$ cat config.mk
export PLATFORM = sky130hd
export DESIGN_NAME = ft245_fifo_responder_flat
export DESIGN_NICKNAME = d
export VERILOG_FILES = /design/src/rtl/ft245_pkg.sv /design/src/rtl/ft245_fifo_responder_if.sv /design/src/rtl/ft245_sync_fifo.sv /design/src/rtl/ft245_fifo_responder.sv /design/src/flat_wrapper.sv
export SDC_FILE = /design/constraint.sdc
export NUM_CORES = 1
export LEC_CHECK = 0
export BUFFER_PORTS_ARGS = -buffer_cell sky130_fd_sc_hd__buf_4
export CAP_MARGIN = 20
export CORE_ASPECT_RATIO = 1.4
export CORE_UTILIZATION = 35
export CTS_CLUSTER_SIZE = 12
export DETAILED_ROUTE_END_ITERATION = 16
export PLACE_DENSITY_LB_ADDON = 0.1
export SYNTH_ARGS = -nofsm -noshare
export SYNTH_HDL_FRONTEND = slang
export SYNTH_SLANG_ARGS = --single-unit
$ cat constraint.sdc
create_clock -name CLOCK_50 -period 3.88 [get_ports CLOCK_50]
set_clock_uncertainty 0.05 [all_clocks]
set_input_delay 0.582 -clock CLOCK_50 [delete_from_list [all_inputs] [get_ports CLOCK_50]]
set_output_delay 0.582 -clock CLOCK_50 [all_outputs]
set_load 0.1 [all_outputs]
$ cat src/rtl/ft245_pkg.sv
// rtl/ft245_pkg.sv - shared FSM states, error bit indices and default sizing for the FT245 responder
package ft245_pkg;

   typedef enum logic [1:0] {
      R_IDLE,
      R_ARMED,
      R_DRIVE,
      R_RECOVER
   } rd_state_e;

   typedef enum logic {
      W_READY,
      W_RECOVER
   } wr_state_e;

   localparam int ERR_OVF = 0;
   localparam int ERR_UNF = 1;
   localparam int ERR_COL = 2;

   localparam int DEF_DEPTH_LOG2   = 4;
   localparam int DEF_RXF_RECOVERY = 2;
   localparam int DEF_TXE_RECOVERY = 2;

endpackage

$ cat src/rtl/ft245_fifo_responder_if.sv
// rtl/ft245_fifo_responder_if.sv - async 245 bus between a USB controller (master) and the chip model (slave)
interface ft245_fifo_responder_if;

   logic       rd_n;
   logic       wr_n;
   logic [7:0] data_in;
   logic [7:0] data_out;
   logic       data_oe;
   logic       rxf_n;
   logic       txe_n;

   modport master (
      output rd_n, wr_n, data_in,
      input  data_out, data_oe, rxf_n, txe_n
   );

   modport slave (
      input  rd_n, wr_n, data_in,
      output data_out, data_oe, rxf_n, txe_n
   );

endinterface

$ cat src/rtl/ft245_sync_fifo.sv
// rtl/ft245_sync_fifo.sv - 8-bit synchronous FIFO with first-word-fall-through head
module ft245_sync_fifo #(
   parameter int DEPTH_LOG2 = 4
) (
   input  logic       clk_i,
   input  logic       rst_i,
   input  logic       push_i,
   input  logic [7:0] push_data_i,
   input  logic       pop_i,
   output logic [7:0] head_o,
   output logic       full_o,
   output logic       empty_o
);

   localparam int DEPTH = 1 << DEPTH_LOG2;
   localparam logic [DEPTH_LOG2-1:0] PTR_ONE  = DEPTH_LOG2'(1);
   localparam logic [DEPTH_LOG2:0]   CNT_ONE  = (DEPTH_LOG2 + 1)'(1);
   localparam logic [DEPTH_LOG2:0]   FULL_CNT = (DEPTH_LOG2 + 1)'(DEPTH);

   logic [7:0]            mem_q [DEPTH];
   logic [DEPTH_LOG2-1:0] wr_ptr_q, wr_ptr_d;
   logic [DEPTH_LOG2-1:0] rd_ptr_q, rd_ptr_d;
   logic [DEPTH_LOG2:0]   count_q, count_d;
   logic                  do_push, do_pop;

   assign full_o  = (count_q == FULL_CNT);
   assign empty_o = (count_q == '0);
   assign do_push = push_i & ~full_o;
   assign do_pop  = pop_i & ~empty_o;
   assign head_o  = mem_q[rd_ptr_q];

   always_comb begin
      wr_ptr_d = wr_ptr_q;
      rd_ptr_d = rd_ptr_q;
      count_d  = count_q;
      if (do_push) wr_ptr_d = wr_ptr_q + PTR_ONE;
      if (do_pop)  rd_ptr_d = rd_ptr_q + PTR_ONE;
      if (do_push && !do_pop)      count_d = count_q + CNT_ONE;
      else if (do_pop && !do_push) count_d = count_q - CNT_ONE;
   end

   always_ff @(posedge clk_i) begin
      if (rst_i) begin
         wr_ptr_q <= '0;
         rd_ptr_q <= '0;
         count_q  <= '0;
      end else begin
         wr_ptr_q <= wr_ptr_d;
         rd_ptr_q <= rd_ptr_d;
         count_q  <= count_d;
      end
   end

   // Storage is left unreset; the pointers alone define validity.
   always_ff @(posedge clk_i) begin
      if (do_push) mem_q[wr_ptr_q] <= push_data_i;
   end

endmodule

$ cat src/rtl/ft245_fifo_responder.sv
// rtl/ft245_fifo_responder.sv - FT232H async 245 FIFO chip-side model with host-side RX/TX byte queues
// Define FT245_SYNC_INPUTS_EN to pass rd_n/wr_n/data_in through 2-flop synchronizers.
module ft245_fifo_responder
   import ft245_pkg::*;
#(
   parameter int DEPTH_LOG2   = DEF_DEPTH_LOG2,
   parameter int RXF_RECOVERY = DEF_RXF_RECOVERY,
   parameter int TXE_RECOVERY = DEF_TXE_RECOVERY
) (
   input  logic       CLOCK_50,
   input  logic       reset,
   ft245_fifo_responder_if.slave bus,
   input  logic [7:0] host_tx_data,
   input  logic       host_tx_valid,
   output logic       host_tx_ready,
   output logic [7:0] host_rx_data,
   output logic       host_rx_valid,
   input  logic       host_rx_ready,
   output logic [2:0] err_flags
);

   localparam logic [7:0] RXF_LOAD = 8'(RXF_RECOVERY);
   localparam logic [7:0] TXE_LOAD = 8'(TXE_RECOVERY);

   logic       rd_s, wr_s;
   logic [7:0] din_s;

`ifdef FT245_SYNC_INPUTS_EN
   logic [1:0] rd_sync_q, wr_sync_q;
   logic [7:0] din_meta_q, din_sync_q;

   always_ff @(posedge CLOCK_50) begin
      if (reset) begin
         rd_sync_q  <= 2'b11;
         wr_sync_q  <= 2'b11;
         din_meta_q <= '0;
         din_sync_q <= '0;
      end else begin
         rd_sync_q  <= {rd_sync_q[0], bus.rd_n};
         wr_sync_q  <= {wr_sync_q[0], bus.wr_n};
         din_meta_q <= bus.data_in;
         din_sync_q <= din_meta_q;
      end
   end

   assign rd_s  = rd_sync_q[1];
   assign wr_s  = wr_sync_q[1];
   assign din_s = din_sync_q;
`else
   assign rd_s  = bus.rd_n;
   assign wr_s  = bus.wr_n;
   assign din_s = bus.data_in;
`endif

   logic       rd_q, wr_q;
   logic       rd_fall, rd_rise, wr_fall, collision;
   rd_state_e  r_state_q, r_state_d;
   wr_state_e  w_state_q, w_state_d;
   logic [7:0] rcnt_q, rcnt_d, wcnt_q, wcnt_d;
   logic [2:0] err_q, err_d;
   logic       rx_pop, tx_push, rx_full, rx_empty, tx_full, tx_empty;
   logic       rxf_n_c, txe_n_c, oe_c;
   logic [7:0] rx_head;

   assign rd_fall   = rd_q & ~rd_s;
   assign rd_rise   = ~rd_q & rd_s;
   assign wr_fall   = wr_q & ~wr_s;
   assign collision = ~rd_s & ~wr_s;

   ft245_sync_fifo #(.DEPTH_LOG2(DEPTH_LOG2)) u_rx_fifo (
      .clk_i       (CLOCK_50),
      .rst_i       (reset),
      .push_i      (host_tx_valid),
      .push_data_i (host_tx_data),
      .pop_i       (rx_pop),
      .head_o      (rx_head),
      .full_o      (rx_full),
      .empty_o     (rx_empty)
   );

   ft245_sync_fifo #(.DEPTH_LOG2(DEPTH_LOG2)) u_tx_fifo (
      .clk_i       (CLOCK_50),
      .rst_i       (reset),
      .push_i      (tx_push),
      .push_data_i (din_s),
      .pop_i       (host_rx_ready),
      .head_o      (host_rx_data),
      .full_o      (tx_full),
      .empty_o     (tx_empty)
   );

   assign host_tx_ready = ~rx_full;
   assign host_rx_valid = ~tx_empty;

   always_comb begin
      r_state_d = r_state_q;
      rcnt_d    = rcnt_q;
      rx_pop    = 1'b0;
      rxf_n_c   = 1'b1;
      oe_c      = 1'b0;
      unique case (r_state_q)
         R_IDLE: begin
            if (!rx_empty) r_state_d = R_ARMED;
         end
         R_ARMED: begin
            rxf_n_c = 1'b0;
            oe_c    = ~rd_s;
            if (rd_fall) r_state_d = R_DRIVE;
         end
         R_DRIVE: begin
            rxf_n_c = 1'b0;
            oe_c    = ~rd_s;
            if (rd_rise) begin
               rx_pop    = 1'b1;
               rxf_n_c   = 1'b1;
               rcnt_d    = RXF_LOAD;
               r_state_d = R_RECOVER;
            end
         end
         R_RECOVER: begin
            if (rcnt_q <= 8'd1) r_state_d = R_IDLE;
            else                rcnt_d    = rcnt_q - 8'd1;
         end
         default: r_state_d = R_IDLE;
      endcase
   end

   // A colliding write strobe is swallowed: no push and no recovery window.
   always_comb begin
      w_state_d = w_state_q;
      wcnt_d    = wcnt_q;
      tx_push   = 1'b0;
      txe_n_c   = ~((w_state_q == W_READY) && !tx_full);
      unique case (w_state_q)
         W_READY: begin
            if (wr_fall && !txe_n_c && !collision) begin
               tx_push   = 1'b1;
               wcnt_d    = TXE_LOAD;
               w_state_d = W_RECOVER;
            end
         end
         W_RECOVER: begin
            if (wcnt_q <= 8'd1) w_state_d = W_READY;
            else                wcnt_d    = wcnt_q - 8'd1;
         end
         default: w_state_d = W_READY;
      endcase
   end

   always_comb begin
      err_d = err_q;
      if (wr_fall && txe_n_c)                err_d[ERR_OVF] = 1'b1;
      if (rd_fall && (r_state_q != R_ARMED)) err_d[ERR_UNF] = 1'b1;
      if (collision)                         err_d[ERR_COL] = 1'b1;
   end

   always_ff @(posedge CLOCK_50) begin
      if (reset) begin
         rd_q      <= 1'b1;
         wr_q      <= 1'b1;
         r_state_q <= R_IDLE;
         w_state_q <= W_READY;
         rcnt_q    <= '0;
         wcnt_q    <= '0;
         err_q     <= '0;
      end else begin
         rd_q      <= rd_s;
         wr_q      <= wr_s;
         r_state_q <= r_state_d;
         w_state_q <= w_state_d;
         rcnt_q    <= rcnt_d;
         wcnt_q    <= wcnt_d;
         err_q     <= err_d;
      end
   end

   assign bus.data_out = rx_head;
   assign bus.data_oe  = oe_c;
   assign bus.rxf_n    = rxf_n_c;
   assign bus.txe_n    = txe_n_c;
   assign err_flags    = err_q;

endmodule

$ cat src/flat_wrapper.sv
// flat-port wrapper written by rule: the top's interface ports become plain ports
module ft245_fifo_responder_flat import ft245_pkg::*;
#(
   parameter int DEPTH_LOG2   = DEF_DEPTH_LOG2,
   parameter int RXF_RECOVERY = DEF_RXF_RECOVERY,
   parameter int TXE_RECOVERY = DEF_TXE_RECOVERY
)
  (CLOCK_50, reset, host_tx_data, host_tx_valid, host_tx_ready, host_rx_data, host_rx_valid, host_rx_ready, err_flags, bus_rd_n, bus_wr_n, bus_data_in, bus_data_out, bus_data_oe, bus_rxf_n, bus_txe_n);
  ft245_fifo_responder_if bus_i ();
  input  logic CLOCK_50;
  input  logic reset;
  input  logic [7:0] host_tx_data;
  input  logic host_tx_valid;
  output logic host_tx_ready;
  output logic [7:0] host_rx_data;
  output logic host_rx_valid;
  input  logic host_rx_ready;
  output logic [2:0] err_flags;
  input wire logic [$bits(bus_i.rd_n)-1:0] bus_rd_n;
  input wire logic [$bits(bus_i.wr_n)-1:0] bus_wr_n;
  input wire logic [$bits(bus_i.data_in)-1:0] bus_data_in;
  output wire logic [$bits(bus_i.data_out)-1:0] bus_data_out;
  output wire logic [$bits(bus_i.data_oe)-1:0] bus_data_oe;
  output wire logic [$bits(bus_i.rxf_n)-1:0] bus_rxf_n;
  output wire logic [$bits(bus_i.txe_n)-1:0] bus_txe_n;
  assign bus_i.rd_n = bus_rd_n;
  assign bus_i.wr_n = bus_wr_n;
  assign bus_i.data_in = bus_data_in;
  assign bus_data_out = bus_i.data_out;
  assign bus_data_oe = bus_i.data_oe;
  assign bus_rxf_n = bus_i.rxf_n;
  assign bus_txe_n = bus_i.txe_n;
  ft245_fifo_responder #(.DEPTH_LOG2(DEPTH_LOG2), .RXF_RECOVERY(RXF_RECOVERY), .TXE_RECOVERY(TXE_RECOVERY)) u_core (.CLOCK_50(CLOCK_50), .reset(reset), .bus(bus_i), .host_tx_data(host_tx_data), .host_tx_valid(host_tx_valid), .host_tx_ready(host_tx_ready), .host_rx_data(host_rx_data), .host_rx_valid(host_rx_valid), .host_rx_ready(host_rx_ready), .err_flags(err_flags));
endmodule
* Word-level counts from Yosys, hierarchy flattened
Memories as Yosys holds them, arrays and structs flattened. A register that Yosys moved wholly into a read port is not among the register bits.
Index checks and enable logic that the tools add are counted.
** Storage, ports and cells
- Bits in writable memories :: 256
- Input bits :: 22
- Word-level logic and storage cells :: 115
- Memories :: 2
- Flip-flop bits (word level) :: 50
** Memory list
- u_core.u_rx_fifo.mem_q :: depth 16, bits a word 8, read ports 1, clocked after Yosys merged registers in 1, wr ports 1, RTL line ft245_sync_fifo.sv:20 : logic [7:0] mem_q [DEPTH];
- u_core.u_tx_fifo.mem_q :: depth 16, bits a word 8, read ports 1, clocked after Yosys merged registers in 1, wr ports 1, RTL line ft245_sync_fifo.sv:20
** Cells by class
- Reduce and logical (&&, ||, !) cells :: 25
- Equality and inequality tests :: 13
- Multiplexer cells :: 31
- Order comparisons :: 2
- Bitwise operators :: 17
- $add $sub $neg :: 10
** Operator list (number)
- 2-to-1 mux 8 bit :: 4
- one-hot mux 8 bit (2 select lines) :: 2
- 2-to-1 mux 5 bit :: 4
- adder 4 x 1 -> 4 bit, second input constant :: 4
- <= comparator 8 x 1 -> 1 bit, second input constant :: 2
- 2-to-1 mux 4 bit :: 4
- subtractor 8 x 1 -> 8 bit, second input constant :: 2
- adder 5 x 1 -> 5 bit, second input constant :: 2
- == test 5 bit, second input constant :: 2
- logical NOT 5 bit :: 2
- 2-to-1 mux 1 bit :: 10
- subtractor 5 x 1 -> 5 bit, second input constant :: 2
- logical AND 1 bit :: 9
- inverter 1 bit :: 9
- bitwise AND 1 bit :: 8
- 2-to-1 mux 2 bit :: 4
- != test 2 x 1 -> 1 bit, second input constant :: 4
- != test 2 bit, second input constant :: 4
- one-hot mux 2 bit (4 select lines) :: 1
- logical NOT 1 bit :: 6
- nonzero test 2 bit :: 3
- == test 2 bit, second input constant :: 2
- one-hot mux 1 bit (2 select lines) :: 2
- AND reduction 4 bit :: 1
- 5 further kinds :: 5

* Depth between registers and ports, before layout
- Word-level depth :: 12
- Mapped depth :: 13
- Mapped depth without buffers :: 13

* Modules after synthesis
Synthesis repeated with hierarchy kept, for this count alone.
** Unflattened totals
- Cells, all modules :: 769
- Area, all modules :: 12719.7 um2
** Modules (own cells, without submodules)
- ft245_sync_fifo :: cells an instance 309, times used 2, area each 5715.5 um2, sequential area each 4184.0 um2
- ft245_fifo_responder :: cells an instance 151, times used 1, area each 1288.7 um2, sequential area each 480.5 um2

* Least setup slack after synthesis
No wires, ideal clock.
- Path type :: input port to flip-flop
- Start point :: input port bus_wr_n
- End point :: register u_core.u_tx_fifo.count_q[4]
- Setup slack :: 0.761 ns
- Arrival :: 2.948 ns
- Path buffers :: 1
- Library setup time :: 0.121 ns
- Stages :: 10
- Cells stage by stage :: nand3b_1 a211oi_4 clkbuf_1 ha_1 inv_1 ha_1 a21o_1 a21oi_1 mux2i_1 mux2_2
** On the way
- Longest elaborated chain between the ends :: 10
** Ends and longest elaborated chain
- start: declaration :: RTL line flat_wrapper.sv:20 : input wire logic [$bits(bus_i.wr_n)-1:0] bus_wr_n;
- inverter 1 bit * :: RTL line ft245_fifo_responder.sv:67, ft245_fifo_responder.sv:68
- bitwise AND 1 bit (on tied branches) :: RTL line ft245_fifo_responder.sv:67, ft245_fifo_responder.sv:68
- logical AND 1 bit / logical NOT 1 bit (equally long branches) :: RTL line ft245_fifo_responder.sv:136 : if (wr_fall && !txe_n_c && !collision) begin
- logical AND 1 bit * :: RTL line ft245_fifo_responder.sv:136
- 2-to-1 mux 1 bit * :: RTL line ft245_fifo_responder.sv:136
- 2-to-1 mux 1 bit * :: RTL line ft245_fifo_responder.sv:134 : unique case (w_state_q)
- bitwise AND 1 bit * :: RTL line ft245_sync_fifo.sv:28 : assign do_push = push_i & ~full_o;
- via u_core.u_tx_fifo.do_push :: RTL line ft245_sync_fifo.sv:24 : logic do_push, do_pop;
- logical NOT 1 bit :: RTL line ft245_sync_fifo.sv:39 : else if (do_pop && !do_push) count_d = count_q - CNT_ONE;
- logical AND 1 bit :: RTL line ft245_sync_fifo.sv:39
- nonzero test 2 bit (no source line)
- end signal: assignment :: RTL line ft245_sync_fifo.sv:50 : count_q <= count_d;
- end: declaration :: RTL line ft245_sync_fifo.sv:23 : logic [DEPTH_LOG2:0] count_q, count_d;
The timed path passes the listed nets; every way through them passes the cells marked *.
A chain may end at the register's enable or synchronous reset.

==> impl_metrics.env <==
export IMPL_ys_ff_latch=314
export IMPL_pre_cts_slack_ps=736
export IMPL_post_cts_resized=0
export IMPL_cts_max_path_buffers=3
export IMPL_min_period_ps=3380
export IMPL_ys_flop_type="edfxtp_1"
export IMPL_placed_area_um2=13500
export IMPL_leakage_nw=4.75
export IMPL_grt_pass1_wl_mm=38.3
export IMPL_synthesis_nets=763
export IMPL_setup_viol=0
export IMPL_hpwl_mm=16.3
export IMPL_drt_wl_total_mm=24.0
export IMPL_start_util=0.358
export IMPL_grt_usage=0.139
export IMPL_grt_max_degree=43
export IMPL_ant_nets=0
export IMPL_synthTopCellsByCount="edfxtp_1 (256), nor2_1 (83), mux4_2 (80)"
export IMPL_cts_htree_levels=2
export IMPL_synth_cell_types=47
export IMPL_cap_violations=0
export IMPL_critPathLaunchType="flop"
export IMPL_worst_skew_pair_late_latency_ps=510
export IMPL_drive_above_1_share=0.247
export IMPL_hold_path_class="in2reg"
export IMPL_critPathTopFamily="multiplexers"
export IMPL_cp_num_buf_inv=2
export IMPL_cp_cell_sequence="buf_4, mux4_2, mux4_2, buf_4"
export IMPL_required_ps=3250
export IMPL_switching_power_mw=2.87
export IMPL_routed_wl_met3_um=724
export IMPL_drtPass1Iterations=5
export IMPL_ir_drop_mv=0.357
export IMPL_yosysMostFrequentCell="edfxtp_1"
export IMPL_combPwrFrac=0.247
export IMPL_die_w_um=162
export IMPL_syn2layout_area_growth_pct=15.5
export IMPL_cp_slowest_cell="mux4_2"
export IMPL_design_area_um2=14500
export IMPL_diodes=0
export IMPL_finalNetCount=830
export IMPL_finalHoldViolCount=0
export IMPL_slew_violations=0
export IMPL_ys_seq_area_frac=0.703
export IMPL_endpoint_kind="output pin"
export IMPL_slowest_delay_ps=610
export IMPL_reg2reg_slack_ps=730
export IMPL_max_slew_margin_rel=0.399
export IMPL_fin_crit_sh=0.872
export IMPL_tritoncts="done"
export IMPL_avgSynthCellArea_um2=17.7
export IMPL_rr_worst_depth=13
export IMPL_rsz0062_at_grt="no"
export IMPL_antenna_found_initial=0
export IMPL_drc=0
export IMPL_worstMarginPinSlew_ps=899
export IMPL_cts_setup_buffers=0
export IMPL_grt_ovfl_total=0
export IMPL_die_y_um=226
export IMPL_postSynthCellCount=711
export IMPL_setup_tns_final_ps=0
export IMPL_cts_buffers=35
export IMPL_cp_arrival_ps=2750
export IMPL_portBuffers=45
export IMPL_power_per_cell_area_nw_per_um2=641
export IMPL_place_congestion=0.737
export IMPL_p_int_mw=6.45
export IMPL_hp_start="bus_wr_n"
export IMPL_viasPerCell=4.91
export IMPL_synth_top_area_frac=0.611
export IMPL_path_class="reg2out"
export IMPL_yosysTopAreaCell="edfxtp_1"
export IMPL_async_reset_ff_frac=0
export IMPL_synth_edf_count=256
export IMPL_synth_area_top_cells="edfxtp_1 (61%), mux4_2 (14%), dfxtp_1 (9.2%)"
export IMPL_cts_sinks=314
export IMPL_grt_pass1_vias=6799
export IMPL_clkTransAtPathRegs_ps=50
export IMPL_critical_path_peak_fanout=32
export IMPL_rows=81
export IMPL_syn_area_um2=12600
export IMPL_yosysWarnings=0
export IMPL_hold_buffers=0
export IMPL_min_to="u_core.wr_q"
export IMPL_status="finished, final reports clean"
export IMPL_max_freq_ghz=0.296
export IMPL_vias=6154
export IMPL_drtIter0Drc=324
export IMPL_p_clk_frac=0.327
export IMPL_fin_hold_ws_ps=231
export IMPL_cts_root_buf="clkbuf_16"
export IMPL_ios=46
export IMPL_routedWlPerCell_um=19.1
export IMPL_die_area_um2=36700
export IMPL_min_path_cells=3
export IMPL_coreArea_um2=35200
export IMPL_seqPwrFrac=0.425
export IMPL_r2r_start="u_core.r_state_q[0]"
export IMPL_swShare=0.308
export IMPL_setup_ws_ps=496
export IMPL_r2r_end="u_core.u_rx_fifo.count_q[4]"
export IMPL_dr_max_layer_used="met4"
export IMPL_dr_wl_met2_mm=13.4
export IMPL_wl_met1_mm=9.34
-- layout make-up --
type	count	area [µm²]
clock buffers	40	895
clock inverters	16	140
flip-flops and latches	314	8850
well taps	456	571
multi-input cells	347	3550
inverters	20	75.1
fillers	3129	20600
repair buffers	60	463
-- how the worst max path moves through the flow --
stage	slack, ps	cells after the start	to
5_1_grt	320	4	bus_data_out[6]
2_1_floorplan	760	10	u_core.u_tx_fifo.count_q[4]
6_report	500	4	bus_data_out[6]
3_5_place_dp	740	12	u_core.u_rx_fifo.count_q[4]
3_3_place_gp	780	11	u_core.u_rx_fifo.count_q[4]
4_1_cts	390	4	bus_data_out[6]
-- layer usage --
metal  GRT usage  vias up
met3      0.0236       36
met1       0.154     3138
met2       0.262       86
li1            -     2894
met5           0        -
met4      0.0496        0
-- state kept, by name (all words and copies together) (netlist names), 4 cells and up, named ones only --
| name | flops |
|---|---|
| u_core.u_tx_fifo.wr_ptr_q | 4 |
| u_core.u_tx_fifo.rd_ptr_q | 4 |
| u_core.wcnt_q | 8 |
| u_core.rcnt_q | 8 |
| u_core.u_rx_fifo.mem_q | 128 |
| u_core.u_rx_fifo.wr_ptr_q | 4 |
| u_core.u_rx_fifo.rd_ptr_q | 4 |
| u_core.u_tx_fifo.count_q | 5 |
| u_core.u_tx_fifo.mem_q | 128 |
| u_core.u_rx_fifo.count_q | 5 |
-- worst min-delay path: cells and delay by family --
family / cells / cell delay [ps]
buffers and inverters: 2 / 130
AND/OR/NAND/NOR: 1 / 50
-- power by group through the flow --
stage	clock [mW]	sequential, mW	combinational (mW)
6_report	3.05	3.96	2.30
4_1_cts	3.16	3.96	2.34
3_3_place_gp	0	4.01	2.28
2_1_floorplan	0	4.02	1.79
5_1_grt	3.26	3.98	2.49
3_5_place_dp	0	4.03	2.33
-- logic make-up (layout without fill, tap and decap cells) --
group                    after synthesis  count (layout)  synth area share
buffers and inverters                 50             136            0.0155
AO/OA/AOI/OAI                         47              47            0.0258
adder cells (fa/ha/maj)               30              30            0.0310
XOR/XNOR                              27              27            0.0188
flip-flops                           314             314             0.703
AND/OR/NAND/NOR                      156             156            0.0572
multiplexers                          87              87             0.149
-- placed cells by master, fill, tap and decap left out, drive strengths merged, types with 2 or more instances in the layout --
| cell | Yosys | routed |
|---|---|---|
| clkbuf | 20 | 40 |
| ha | 28 | 28 |
| xor2 | 19 | 19 |
| nand2 | 25 | 25 |
| nor2b | 2 | 2 |
| a21oi | 19 | 19 |
| nand2b | 7 | 7 |
| nand3b | 4 | 4 |
| nor3 | 11 | 11 |
| nor3b | 4 | 4 |
| nor4 | 3 | 3 |
| mux2i | 6 | 6 |
| edfxtp | 256 | 256 |
| or4 | 3 | 3 |
| xnor2 | 8 | 8 |
| inv | 20 | 24 |
| a211oi | 4 | 4 |
| nand4 | 3 | 3 |
| dfxtp | 58 | 58 |
| clkinv | 0 | 10 |
| fa | 2 | 2 |
| nand3 | 5 | 5 |
| mux4 | 80 | 80 |
| nor2 | 83 | 83 |
| bufinv | 0 | 2 |
| a21o | 4 | 4 |
| or2 | 2 | 2 |
| buf | 10 | 60 |
| o211ai | 5 | 5 |
| or3 | 3 | 3 |
| o21ai | 6 | 6 |
-- through the flow --
step	utilization	instances	power [mW]
final	0.413	1253	9.31
after global routing	0.413	1253	9.73
after CTS	0.413	1253	9.46
after detailed placement	0.384	1197	6.36
after global placement	0.384	1197	6.29
after floorplan	-	711	5.82
Power figures use the tool's default switching activity.
